**config.mk**
```make
export PLATFORM = sky130hd
export DESIGN_NAME = trap_controller_flat
export DESIGN_NICKNAME = d
export VERILOG_FILES = /design/src/rtl/trap_controller_if.sv /design/src/rtl/trap_controller.sv /design/src/flat_wrapper.sv
export SDC_FILE = /design/constraint.sdc
export NUM_CORES = 1
export LEC_CHECK = 0
export CAP_MARGIN = 40
export CORE_UTILIZATION = 30
export CTS_BUF_LIST = sky130_fd_sc_hd__clkbuf_16
export CTS_CLUSTER_SIZE = 12
export DETAILED_ROUTE_END_ITERATION = 16
export PLACE_DENSITY = 0.76
export SYNTH_ARGS = -nofsm -noshare
export SYNTH_HDL_FRONTEND = slang
export SYNTH_SLANG_ARGS = --single-unit
```
**constraint.sdc**
```tcl
create_clock -name clk -period 2 [get_ports clk]
set_clock_uncertainty 0.15 [all_clocks]
set_input_delay 0.2 -clock clk [delete_from_list [all_inputs] [get_ports clk]]
set_output_delay 0.2 -clock clk [all_outputs]
set_load 0.005 [all_outputs]
```
**src/rtl/trap_controller_if.sv**
```systemverilog
`default_nettype none
// ============================================================================
// Module   : trap_controller_if
// Purpose  : Pipeline/CSR-side bundle for the trap sequencer: exception
//            requests, MRET, CSR vectors in; CSR strobe and redirect out.
// Revision : 1.0 - initial release
// ============================================================================
interface trap_controller_if #(
    parameter int DATA_WIDTH = 32
);
    logic                  exc_valid;
    logic                  exc_fetch_misaligned;
    logic                  exc_illegal;
    logic                  exc_ebreak;
    logic                  exc_ecall;
    logic                  exc_load_misaligned;
    logic                  exc_store_misaligned;
    logic [DATA_WIDTH-1:0] exc_pc;
    logic [DATA_WIDTH-1:0] exc_instr;
    logic                  mret;
    logic [DATA_WIDTH-1:0] csr_mtvec;
    logic [DATA_WIDTH-1:0] csr_mepc;

    logic                  exception;
    logic [7:0]            exception_code;
    logic [DATA_WIDTH-1:0] trap_pc;
    logic [DATA_WIDTH-1:0] trap_instr;
    logic                  flush;
    logic                  stall;
    logic                  redirect_valid;
    logic [DATA_WIDTH-1:0] redirect_pc;

    modport master (
        output exc_valid, exc_fetch_misaligned, exc_illegal, exc_ebreak,
               exc_ecall, exc_load_misaligned, exc_store_misaligned,
               exc_pc, exc_instr, mret, csr_mtvec, csr_mepc,
        input  exception, exception_code, trap_pc, trap_instr,
               flush, stall, redirect_valid, redirect_pc
    );

    modport slave (
        input  exc_valid, exc_fetch_misaligned, exc_illegal, exc_ebreak,
               exc_ecall, exc_load_misaligned, exc_store_misaligned,
               exc_pc, exc_instr, mret, csr_mtvec, csr_mepc,
        output exception, exception_code, trap_pc, trap_instr,
               flush, stall, redirect_valid, redirect_pc
    );
endinterface
`default_nettype wire

```
**src/rtl/trap_controller.sv**
```systemverilog
`default_nettype none
// ============================================================================
// Module   : trap_controller
// Purpose  : Machine-mode trap sequencer: prioritises exceptions, strobes the
//            CSR file, then redirects fetch to mtvec (or to mepc on MRET).
//            Define TRAP_MRET_EN for native MRET; otherwise MRET traps as illegal.
// Revision : 1.0 - initial release
// ============================================================================
module trap_controller #(
    parameter int DATA_WIDTH = 32
) (
    input  logic             clk,
    input  logic             reset,
    trap_controller_if.slave bus
);

    localparam logic [7:0] c_code_fetch_misaligned = 8'h00;
    localparam logic [7:0] c_code_illegal          = 8'h02;
    localparam logic [7:0] c_code_ebreak           = 8'h03;
    localparam logic [7:0] c_code_ecall            = 8'h0B;
    localparam logic [7:0] c_code_load_misaligned  = 8'h04;
    localparam logic [7:0] c_code_store_misaligned = 8'h06;

    typedef enum logic [2:0] {
        ST_IDLE     = 3'd0,
        ST_SAVE     = 3'd1,
        ST_WAIT     = 3'd2,
        ST_REDIRECT = 3'd3
`ifdef TRAP_MRET_EN
        ,
        ST_MRET     = 3'd4
`endif
    } state_t;

    state_t                r_state;
    logic                  r_exception;
    logic                  r_flush;
    logic                  r_stall;
    logic                  r_redirect_valid;
    logic [7:0]            r_code;
    logic [DATA_WIDTH-1:0] r_trap_pc;
    logic [DATA_WIDTH-1:0] r_trap_instr;

    logic                  w_any_flag;
    logic                  w_take_trap;
    logic [7:0]            w_flag_code;
    logic [7:0]            w_trap_code;
    logic [DATA_WIDTH-1:0] w_redirect_pc;

    assign w_any_flag = bus.exc_valid &
                        (bus.exc_fetch_misaligned | bus.exc_illegal |
                         bus.exc_ebreak | bus.exc_ecall |
                         bus.exc_load_misaligned | bus.exc_store_misaligned);

    // Fixed priority: ecall deliberately outranks the misaligned data accesses.
    always_comb begin
        w_flag_code = c_code_store_misaligned;
        if (bus.exc_fetch_misaligned)
            w_flag_code = c_code_fetch_misaligned;
        else if (bus.exc_illegal)
            w_flag_code = c_code_illegal;
        else if (bus.exc_ebreak)
            w_flag_code = c_code_ebreak;
        else if (bus.exc_ecall)
            w_flag_code = c_code_ecall;
        else if (bus.exc_load_misaligned)
            w_flag_code = c_code_load_misaligned;
    end

`ifdef TRAP_MRET_EN
    logic w_take_mret;
    assign w_take_trap = w_any_flag;
    assign w_trap_code = w_flag_code;
    assign w_take_mret = bus.mret & ~w_any_flag;
`else
    // Without MRET support the instruction is simply unimplemented.
    logic w_unused_mepc;
    assign w_take_trap   = w_any_flag | bus.mret;
    assign w_trap_code   = w_any_flag ? w_flag_code : c_code_illegal;
    assign w_unused_mepc = ^bus.csr_mepc;
`endif

    always_ff @(posedge clk or negedge reset) begin
        if (!reset) begin
            r_state          <= ST_IDLE;
            r_exception      <= 1'b0;
            r_flush          <= 1'b0;
            r_stall          <= 1'b0;
            r_redirect_valid <= 1'b0;
            r_code           <= '0;
            r_trap_pc        <= '0;
            r_trap_instr     <= '0;
        end else begin
            r_exception      <= 1'b0;
            r_flush          <= 1'b0;
            r_stall          <= 1'b0;
            r_redirect_valid <= 1'b0;
            case (r_state)
                ST_IDLE: begin
                    if (w_take_trap) begin
                        r_state      <= ST_SAVE;
                        r_code       <= w_trap_code;
                        r_trap_pc    <= bus.exc_pc;
                        r_trap_instr <= bus.exc_instr;
                        r_exception  <= 1'b1;
                        r_flush      <= 1'b1;
                        r_stall      <= 1'b1;
                    end
`ifdef TRAP_MRET_EN
                    else if (w_take_mret) begin
                        r_state          <= ST_MRET;
                        r_redirect_valid <= 1'b1;
                        r_flush          <= 1'b1;
                    end
`endif
                end
                ST_SAVE: begin
                    r_state <= ST_WAIT;
                    r_stall <= 1'b1;
                end
                ST_WAIT: begin
                    r_state          <= ST_REDIRECT;
                    r_redirect_valid <= 1'b1;
                    r_stall          <= 1'b1;
                end
                ST_REDIRECT: begin
                    r_state <= ST_IDLE;
                end
`ifdef TRAP_MRET_EN
                ST_MRET: begin
                    r_state <= ST_IDLE;
                end
`endif
                default: begin
                    r_state <= ST_IDLE;
                end
            endcase
        end
    end

    always_comb begin
        w_redirect_pc = '0;
        if (r_state == ST_REDIRECT)
            w_redirect_pc = bus.csr_mtvec;
`ifdef TRAP_MRET_EN
        else if (r_state == ST_MRET)
            w_redirect_pc = bus.csr_mepc;
`endif
    end

    assign bus.exception      = r_exception;
    assign bus.exception_code = r_code;
    assign bus.trap_pc        = r_trap_pc;
    assign bus.trap_instr     = r_trap_instr;
    assign bus.flush          = r_flush;
    assign bus.stall          = r_stall;
    assign bus.redirect_valid = r_redirect_valid;
    assign bus.redirect_pc    = w_redirect_pc;

endmodule
`default_nettype wire

```
**src/flat_wrapper.sv**
```systemverilog
// flat-port wrapper written by rule: the top's interface ports become plain ports
module trap_controller_flat 
#(
    parameter int DATA_WIDTH = 32
)
  (clk, reset, bus_exc_valid, bus_exc_fetch_misaligned, bus_exc_illegal, bus_exc_ebreak, bus_exc_ecall, bus_exc_load_misaligned, bus_exc_store_misaligned, bus_exc_pc, bus_exc_instr, bus_mret, bus_csr_mtvec, bus_csr_mepc, bus_exception, bus_exception_code, bus_trap_pc, bus_trap_instr, bus_flush, bus_stall, bus_redirect_valid, bus_redirect_pc);
  trap_controller_if #(.DATA_WIDTH(DATA_WIDTH)) bus_i ();
  input  logic clk;
  input  logic reset;
  input wire logic [$bits(bus_i.exc_valid)-1:0] bus_exc_valid;
  input wire logic [$bits(bus_i.exc_fetch_misaligned)-1:0] bus_exc_fetch_misaligned;
  input wire logic [$bits(bus_i.exc_illegal)-1:0] bus_exc_illegal;
  input wire logic [$bits(bus_i.exc_ebreak)-1:0] bus_exc_ebreak;
  input wire logic [$bits(bus_i.exc_ecall)-1:0] bus_exc_ecall;
  input wire logic [$bits(bus_i.exc_load_misaligned)-1:0] bus_exc_load_misaligned;
  input wire logic [$bits(bus_i.exc_store_misaligned)-1:0] bus_exc_store_misaligned;
  input wire logic [$bits(bus_i.exc_pc)-1:0] bus_exc_pc;
  input wire logic [$bits(bus_i.exc_instr)-1:0] bus_exc_instr;
  input wire logic [$bits(bus_i.mret)-1:0] bus_mret;
  input wire logic [$bits(bus_i.csr_mtvec)-1:0] bus_csr_mtvec;
  input wire logic [$bits(bus_i.csr_mepc)-1:0] bus_csr_mepc;
  output wire logic [$bits(bus_i.exception)-1:0] bus_exception;
  output wire logic [$bits(bus_i.exception_code)-1:0] bus_exception_code;
  output wire logic [$bits(bus_i.trap_pc)-1:0] bus_trap_pc;
  output wire logic [$bits(bus_i.trap_instr)-1:0] bus_trap_instr;
  output wire logic [$bits(bus_i.flush)-1:0] bus_flush;
  output wire logic [$bits(bus_i.stall)-1:0] bus_stall;
  output wire logic [$bits(bus_i.redirect_valid)-1:0] bus_redirect_valid;
  output wire logic [$bits(bus_i.redirect_pc)-1:0] bus_redirect_pc;
  assign bus_i.exc_valid = bus_exc_valid;
  assign bus_i.exc_fetch_misaligned = bus_exc_fetch_misaligned;
  assign bus_i.exc_illegal = bus_exc_illegal;
  assign bus_i.exc_ebreak = bus_exc_ebreak;
  assign bus_i.exc_ecall = bus_exc_ecall;
  assign bus_i.exc_load_misaligned = bus_exc_load_misaligned;
  assign bus_i.exc_store_misaligned = bus_exc_store_misaligned;
  assign bus_i.exc_pc = bus_exc_pc;
  assign bus_i.exc_instr = bus_exc_instr;
  assign bus_i.mret = bus_mret;
  assign bus_i.csr_mtvec = bus_csr_mtvec;
  assign bus_i.csr_mepc = bus_csr_mepc;
  assign bus_exception = bus_i.exception;
  assign bus_exception_code = bus_i.exception_code;
  assign bus_trap_pc = bus_i.trap_pc;
  assign bus_trap_instr = bus_i.trap_instr;
  assign bus_flush = bus_i.flush;
  assign bus_stall = bus_i.stall;
  assign bus_redirect_valid = bus_i.redirect_valid;
  assign bus_redirect_pc = bus_i.redirect_pc;
  trap_controller #(.DATA_WIDTH(DATA_WIDTH)) u_core (.clk(clk), .reset(reset), .bus(bus_i));
endmodule
```
======== Word level (Yosys, flattened, before mapping) ========
Index checks and enable logic that the tools add are counted.
storage, ports and cells
  logic and storage cells ................. 34
  output and inout bits ................... 108
  bits of input ports ..................... 138
  flip-flop bits (word level) ............. 78
operators by class
  mux-type cells .......................... 13
  reduce and logical (&&, ||, !) cells .... 3
  eq/ne operators ......................... 4
  bitwise logic cells ..................... 7
operators with widths
  kind                number
  $mux 8              5
  $mux 32             1
  $pmux 3 s3          1
  $eq 3x2->1 const B  2
  $or 1x1->1          6
  $eq 3x1->1 const B  1
  $logic_not 3->1     1
  $mux 1              3
  $mux 3              1
  $mux 2              1
  $ne 2x1->1 const B  1
  $pmux 1 s2          1
  $reduce_and 2->1    1
  $reduce_or 2->1     1
  $and 1x1->1         1

======== Logic depth before layout (Yosys ltp) ========
Gate-level depths: netlist of the first run.
  depth in word-level cells ............... 9
  depth in mapped cells ................... 8
  gate-level depth less buffers ........... 6

======== Least setup slack after synthesis of the first run ========
No wires, ideal clock.
  path type ............................... input -> register
  start point ............................. in bus_exc_illegal
  end point ............................... reg u_core.r_trap_instr[11], in the netlist u_core.bus.trap_instr[11]
  library setup time ...................... 125 ps
  slack ................................... 155 ps
  buffers on the path ..................... 2
  required time ........................... 1725 ps
  stages .................................. 6
  arrival time ............................ 1569 ps
  cells stage by stage .................... or4_4 o21ai_4 inv_2 buf_6 buf_6 mux2_4
between the ends
  cells in the longest elaborated chain, start to end .. 8
RTL lines
  item                               RTL line                source
  start: declaration                 flat_wrapper.sv:12      input wire logic [$bits(bus_i.exc_illegal)-1:0] bus_exc_illegal;
  $or 1x1->1 (2 in series)           trap_controller.sv:51   (bus.exc_fetch_misaligned | bus.exc_illegal |
  $or 1x1->1 (2 in series)           trap_controller.sv:52   bus.exc_ebreak | bus.exc_ecall |
  $or 1x1->1                         trap_controller.sv:53   bus.exc_load_misaligned | bus.exc_store_misaligned);
  $and 1x1->1                        trap_controller.sv:50   assign w_any_flag = bus.exc_valid &
  $or 1x1->1                         trap_controller.sv:78   assign w_take_trap = w_any_flag | bus.mret;
  $reduce_and 2->1 (no source line)  -
  end signal: assignment             trap_controller.sv:104  r_trap_instr <= bus.exc_instr;
  end: declaration                   trap_controller.sv:42   logic [DATA_WIDTH-1:0] r_trap_instr;
No other way between the ends.
A chain may end at the register's enable or synchronous reset.

======== Worst setup path after layout of the first run ========
  start point ............................. in bus_exc_illegal
  end point ............................... reg u_core.r_trap_instr[21], in the netlist u_core.bus.trap_instr[21]
The elaborated chain is that of the path after synthesis.

==> reports/metrics.csv, run 1 <==
stage,metric,value,unit
clock_network,# H-tree levels,3,
routing,DRT met1 WL,3499,um
placement,dpl ws,-0.3026,ns
timing,max-slew violations,0,
routing,routed vias,2623,
power,sequential share of power,31.3,%
timing,final hold viol count,0,
global_routing,pin count of the biggest net entering global routing,44,
critical_path,Worst EP arrival,2.04,ns
timing,fmax,502.8,MHz
power,power share of the combinational group,49.8,%
power,pwr/cell area,1433,mW/mm2
critical_path,crit path capture type,flop,
yosys,sequential element share of the synthesized area,57.32,%
timing,"Period Utilization, post-route",99.44,%
floorplanning,die width,105.1,um
routing,final WL,9035,um
yosys,top post-synthesis cells by area,"dfrtp_1 (57%), mux2_2 (13%), mux2_4 (13%)",
critical_path,top fanout value on the critical path,10,
power,clock power share,18.9,%
timing,# setup viols final,0,
routing,wire per inst,15.52,um
outcome,status,"complete, no violations",
yosys,Mapped Area,0.003187,mm2
timing,min cycle time layout,1.989,ns
final_layout,Area Growth Syn to Fin,84.57,%
yosys,synth unique cells,27,
placement,IO buf count,209,
floorplanning,die area,0.01104,mm2
power,Peak VDD IR,0.0005654,V
critical_path,r2r worst-path depth,5,
power,cell-internal power,6.107,mW
yosys,number of synthesized register bits,73,
routing,Pre-antenna DRT Iters,3,
global_routing,vias in the first global route,2761,
critical_path,Critical Path RT,2.05,ns
timing,final worst slack,0.01115,ns
routing,Detail Route Antenna Nets,0,
power,P_sw,2.323,mW
routing,Met3 Wirelength,720,um
floorplanning,core area,0.01032,mm2
final_layout,antenna diode count,0,
critical_path,crit path kind,primary input to flop,
final_layout,Reg area,0.001827,mm2
timing,Fin Hold WS,0.2043,ns
yosys,"Avg Cell Area, Syn",14.89,um2
final_layout,cell area after layout,0.005882,mm2
power,Leak,2.613,nW
power,switching part of the total,27.56,%
floorplanning,Die Ht,105.1,um
placement,Post-Place Cell Area,0.005517,mm2
critical_path,CP startpoint,bus_exc_illegal,
yosys,Synth warnings,0,
yosys,Cells after Synth,214,
final_layout,layout cell share with drive strength beyond 1,23.54,%
critical_path,reg-to-reg critical path startpoint,u_core.r_state[1]$_DFFE_PN0P_,
final_layout,Finished Core Util,56.97,%
routing,DR top layer,met4,
global_routing,first-pass GRT wire length,13820,um
timing,unrepaired setup endpoints after global routing,false,
clock_network,Clock Latency Late Sink,0.33,ns
floorplanning,row count,37,
yosys,Synth top area share,57.32,%
run,Max-Cap Viols,0,
global_routing,gr usage total,16.19,%
clock_network,CTS tree,done,
clock_network,clk sinks,73,
floorplanning,initial core utilization,30.87,%
placement,Detailed Place HPWL,6809,um
placement,gpl congestion,0.7466,
critical_path,startpoint type of the worst setup path,primary input,
final_layout,nets,582,
routing,Residual DRC,0,
final_layout,multi-input logic area,0.001261,mm2
yosys,Synth area leader,dfrtp_1,
final_layout,# fillers,852,
routing,vias per cell,4.507,
clock_network,clk slew on worst S/H paths,0.06,ns
global_routing,initial antenna violation count,0,
clock_network,clk root buf,clkbuf_16,
floorplanning,IO Count,246,
hold_path,Min-Delay Path Class,primary input to async pin,
global_routing,GRT overflow,0,
clock_network,Clock Tree Buf Depth,2,
timing,Final TNS setup,0,ns
clock_network,cts bufs inserted,9,
routing,metal2 WL,4733,um
routing,Iteration-0 DRC Markers,90,
[kinds of logic after synthesis]
group / after synthesis / synth area share, %
simple gates: 38 / 7.852
compound gates: 11 / 2.866
other cells: 1 / 0.1177
buf+inv: 22 / 4.240
fa+ha+maj: 3 / 1.178
mux: 66 / 26.42
flops: 73 / 57.32
[timing repair]
action | 4_1_cts | 5_1_grt
resized for setup | 34 | 6
hold endpoints to repair | 30 | 0
endpoints found under the setup margin | 32 | 67
cloned | 0 | 2
hold buffers | 1 | 0
pin swaps | 0 | 2
setup buffers | 1 | 1
[metal layers]
metal,vias to the layer above,global-route usage [%]
li1,1182,-
met1,1290,17.65
met2,145,29.85
met3,6,5.178
met4,0,4.628
met5,-,0
[final cells by class]
class,count,area share (%)
Inverter,7,0.5318
Tap cell,136,2.893
Timing Repair Buffer,228,39.03
Sequential cell,73,31.06
Clock inverter,7,1.213
Multi-Input combinational cell,122,21.44
Clock buffer,9,3.829
[synthesized netlist by cell type, drive strengths merged]
library cell  count
and2             32
buf              12
or4b              1
clkbuf            3
o21ai             3
o32a              1
inv               7
or3               1
o21a              2
a32o              2
a21oi             1
conb              1
o211ai            1
dfrtp            73
mux2i             2
nor4b             1
mux2             64
or4               1
nor2              1
ha                3
nor4bb            1
o21bai            1
[placed cells by master, fill, tap and decap left out, types with 4 or more instances in the layout]
cell type and n:
inv_1 6, clkdlybuf4s50_1 176, dlygate4sd2_1 32, and2_1 32
conb_1 4, buf_4 11, clkbuf_16 11, buf_12 5
mux2_4 27, mux2_2 37, dfrtp_1 73
[sequential cells by signal, summed over array words and instances (netlist names)]
register,cells
u_core.bus.trap_instr,32
u_core.bus.trap_pc,32
u_core.bus.exception_code,4
u_core.r_state,2
u_core.bus.exception,1
u_core.bus.redirect_valid,1
u_core.bus.stall,1
[path summary, 6_finish.rpt]
path	to	slack [ns]
min in group clk	u_core.bus.trap_instr[9]$_DFFE_PN0P_	0.33
worst min-delay path	u_core.bus.trap_instr[8]$_DFFE_PN0P_	0.20
worst max-delay path	u_core.bus.trap_instr[21]$_DFFE_PN0P_	0.01
max in group asynchronous	u_core.bus.trap_pc[2]$_DFFE_PN0P_	0.92
worst min register to register	u_core.bus.trap_pc[25]$_DFFE_PN0P_	0.35
worst max register to register	u_core.r_state[0]$_DFFE_PN0P_	0.08
[power groups by stage]
stage | clock network (mW) | registers [mW] | logic [mW]
2_1_floorplan | 0 | 2.67 | 1.72
3_3_place_gp | 0 | 2.62 | 4.06
3_5_place_dp | 0 | 2.65 | 4.16
4_1_cts | 1.63 | 2.64 | 4.09
5_1_grt | 1.72 | 2.73 | 4.47
6_report | 1.60 | 2.64 | 4.20
[worst max-delay path, cell delays in order]
cell and delay, ns:
clkdlybuf4s50_1 0.46, or4_4 0.58, o21ai_4 0.20, inv_6 0.10, clkbuf_16 0.19, mux2_4 0.31
[metrics by stage]
step	total power, mW	std cells
2_1_floorplan	4.390	217
3_3_place_gp	6.682	561
3_5_place_dp	6.806	561
4_1_cts	8.364	579
5_1_grt	8.917	582
6_report	8.430	582
Power figures use the tool's default switching activity.
==> run 2: changes to the inputs <==
--- a/config.mk
+++ b/config.mk
@@ -8,6 +8,7 @@
 export CAP_MARGIN = 40
 export CORE_UTILIZATION = 30
 export CTS_BUF_LIST = sky130_fd_sc_hd__clkbuf_16
+export CTS_CLUSTER_DIAMETER = 60
 export CTS_CLUSTER_SIZE = 12
 export DETAILED_ROUTE_END_ITERATION = 16
 export PLACE_DENSITY = 0.76
==> results of run 2 <==
Same layout as run 1: the final DEF is identical, and so are final timing and power.
==> run 3: changes to the inputs <==
--- a/config.mk
+++ b/config.mk
@@ -6,10 +6,10 @@
 export NUM_CORES = 1
 export LEC_CHECK = 0
 export CAP_MARGIN = 40
+export CORE_ASPECT_RATIO = 1.25
 export CORE_UTILIZATION = 30
 export CTS_BUF_LIST = sky130_fd_sc_hd__clkbuf_16
 export CTS_CLUSTER_DIAMETER = 60
-export CTS_CLUSTER_SIZE = 12
 export DETAILED_ROUTE_END_ITERATION = 16
 export PLACE_DENSITY = 0.76
 export SYNTH_ARGS = -nofsm -noshare
==> run 3 against run 2 <==
Against the previous run: die area barely moved; core utilization grew 3.3 points; register-to-register slack hardly changed; clock power grew 4%; via count increased by 1.8%; sequential cell count unchanged; wire length rose by 14%; sequential share of layout area is 1.4 points lower; global-route usage increased by 0.94 points; final cell count is 0.52% higher.
==> reports/metrics.csv, run 3 (synthesis gave the netlist of run 1 again) <==
stage,metric,value,unit,change
clock_network,clk root buf,clkbuf_16,,
timing,min cycle time layout,1.958,ns,-0.03109 ns
critical_path,reg-to-reg critical path startpoint,u_core.r_state[1]$_DFFE_PN0P_,,
clock_network,clk sinks,73,,unchanged
clock_network,# H-tree levels,3,,unchanged
critical_path,reg2reg setup slack,0.07,ns,about the same
timing,final worst slack,0.04223,ns,+0.03109 ns
clock_network,CTS tree,done,,
final_layout,layout cell share with drive strength beyond 1,27.19,%,+3.7 points
routing,final WL,10320,um,+14%
routing,Iteration-0 DRC Markers,60,,-33%
global_routing,global route hottest layer,met2,,
power,Peak VDD IR,0.0006872,V,+22%
clock_network,Clock Latency Late Sink,0.32,ns,about the same
timing,unrepaired setup endpoints after global routing,false,,
floorplanning,core area,0.01021,mm2,-1.1%
critical_path,Slowest Stage Delay on Critical Path,0.43,ns,-0.15 ns
final_layout,most frequent cells in the layout,"clkdlybuf4s50_1 (172), dfrtp_1 (73), mux2_2 (36)",,
floorplanning,initial core utilization,31.22,%,+0.35 points
placement,Detailed Place HPWL,7071,um,+3.8%
floorplanning,IO Count,246,,unchanged
critical_path,top fanout value on the critical path,8,,-2
global_routing,met3 usage,6.783,%,+1.6 points
placement,dpl ws,-0.3801,ns,-0.07749 ns
critical_path,startpoint type of the worst setup path,primary input,,
global_routing,gr usage total,17.13,%,+0.94 points
timing,final hold viol count,0,,unchanged
critical_path,Critical Path RT,2.06,ns,about the same
timing,# setup viols final,0,,unchanged
timing,"Period Utilization, post-route",97.89,%,-1.6 points
outcome,status,"complete, no violations",,
routing,vias per cell,4.562,,+1.2%
global_routing,first-pass GRT wire length,14010,um,+1.4%
clock_network,clk slew on worst S/H paths,0.06,ns,about the same
routing,Pre-antenna DRT Iters,4,,+1
routing,Detail Route Antenna Nets,0,,unchanged
power,pwr/cell area,1469,mW/mm2,+2.5%
global_routing,met2 GRT Util,32.51,%,+2.7 points
global_routing,M1 GR Usage,16.61,%,-1.0 points
critical_path,crit path kind,primary input to flop,,
final_layout,# fillers,824,,-3.3%
critical_path,r2r endpoint,u_core.bus.trap_instr[26]$_DFFE_PN0P_,,
final_layout,nets,592,,+1.7%
run,Max-Cap Viols,0,,unchanged
global_routing,pin count of the biggest net entering global routing,44,,unchanged
critical_path,"Max stage delay cell, worst path",clkdlybuf4s50_1,,
critical_path,"critical path, cell by cell",clkdlybuf4s50_1 -> or3_1 -> o21ai_4 -> clkinv_4 -> clkbuf_16 -> mux2_4,,
critical_path,Bufs and invs on worst path,3,,unchanged
floorplanning,die width,94.19,um,-10%
timing,fmax,510.8,MHz,+1.6%
floorplanning,Die Ht,117.2,um,+12%
timing,max-slew violations,0,,unchanged
critical_path,family with the most delay on the worst path,buffers and inverters,,
final_layout,Area Growth Syn to Fin,93.13,%,
floorplanning,die area,0.01104,mm2,about the same
hold_path,Min-Delay Path Class,primary input to async pin,,
clock_network,Clock Tree Buf Depth,2,,unchanged
final_layout,antenna diode count,0,,unchanged
final_layout,"commonest non-fill, non-tap cell in the layout",clkdlybuf4s50_1,,
routing,routed vias,2669,,+1.8%
global_routing,vias in the first global route,2835,,+2.7%
floorplanning,row count,41,,+11%
power,Pwr Total,9.041,mW,+7.2%
routing,wire per inst,17.64,um,+14%
placement,gpl congestion,0.9239,,+24%
power,Leak,2.803,nW,+7.2%
global_routing,GRT overflow,0,,unchanged
critical_path,r2r worst-path depth,8,,+3
critical_path,crit path capture type,flop,,
routing,Residual DRC,0,,unchanged
placement,IO buf count,209,,unchanged
critical_path,Worst EP arrival,2.02,ns,-0.02 ns
clock_network,cts bufs inserted,9,,unchanged
global_routing,initial antenna violation count,0,,unchanged
==> run 3: changes by cell type in the layout (fill, tap and decap cells not counted), moves of 3 or more <==
cell             change
clkbuf_16            +4
dlymetal6s2s_1      +10
and2_4               +8
buf_16               +3
buf_4                +4
and2_1               -8
dlygate4sd2_1       -23
clkinv_2             +4
clkdlybuf4s50_1      -4
clkdlybuf4s15_1     +17
==> run 3: layout make-up <==
type / instances / area, um2 / share of cell area, %
clock inverter: 7 / 85.08 / 1.382
multi-input combinational: 122 / 1289 / 20.94
inverter: 7 / 36.28 / 0.5896
timing repair inverter: 1 / 8.758 / 0.1423
clock buffer: 9 / 225.2 / 3.659
sequential: 73 / 1827 / 29.68
timing repair buffer: 237 / 2522 / 40.98
tap: 129 / 161.4 / 2.622
==> run 3: worst max-delay path by stage <==
stage | cells past startpoint | startpoint | slack (ns) | endpoint
CTS | 4 | u_core.r_state[1]$_DFFE_PN0P_ | -0.13 | bus_redirect_pc[17]
global route | 8 | u_core.r_state[1]$_DFFE_PN0P_ | 0.0008 | u_core.bus.trap_instr[26]$_DFFE_PN0P_
global placement | 6 | bus_exc_illegal | -0.33 | u_core.bus.trap_instr[26]$_DFFE_PN0P_
detailed placement | 6 | bus_exc_illegal | -0.38 | u_core.bus.trap_instr[28]$_DFFE_PN0P_
finish | 6 | bus_exc_ebreak | 0.04 | u_core.bus.trap_pc[29]$_DFFE_PN0P_
floorplan | 6 | bus_exc_illegal | 0.16 | u_core.bus.trap_instr[11]$_DFFE_PN0P_
==> run 3: report_power, final <==
part           internal [mW]  total (mW)  switching (mW)
registers               2.23        2.64           0.409
clock network           1.08        1.66           0.580
logic                   3.24        4.74            1.50
==> run 3: worst register-to-register path, cell delays in order, from the launching register on <==
cell and delay [ns]:
dfrtp_1 0.40, buf_4 0.16, inv_4 0.06, ha_4 0.13, o21a_1 0.16, o21ai_4 0.12, inv_8 0.12, buf_16 0.17
mux2_4 0.34
==> run 3: stage by stage <==
stage | cells | util [%] | instance area [um2] | setup TNS [ns] | hold WS [ns]
2_1_floorplan | 217 | - | 3198 | 0 | -0.2456
3_3_place_gp | 553 | 53.65 | 5477 | -20.40 | 0.007888
3_5_place_dp | 553 | 53.65 | 5477 | -23.20 | 0.01935
4_1_cts | 572 | 57.37 | 5857 | -0.6929 | 0.2163
5_1_grt | 585 | 60.29 | 6155 | 0 | 0.2521
6_report | 585 | 60.29 | 6155 | 0 | 0.2027
==> run 3: layer usage <==
metal,routed length [um],vias to the layer above
met5,0,-
met4,207,0
met3,883,13
met2,5617,152
met1,3613,1301
li1,-,1203
==> run 3: repair_timing <==
item	in CTS	in global routing
gates resized for setup	40	38
hold buffers	1	0
endpoints found under the setup margin	65	9
pin swaps	2	4
hold endpoints to repair	30	0
cloned	2	8
buffers inserted	0	5
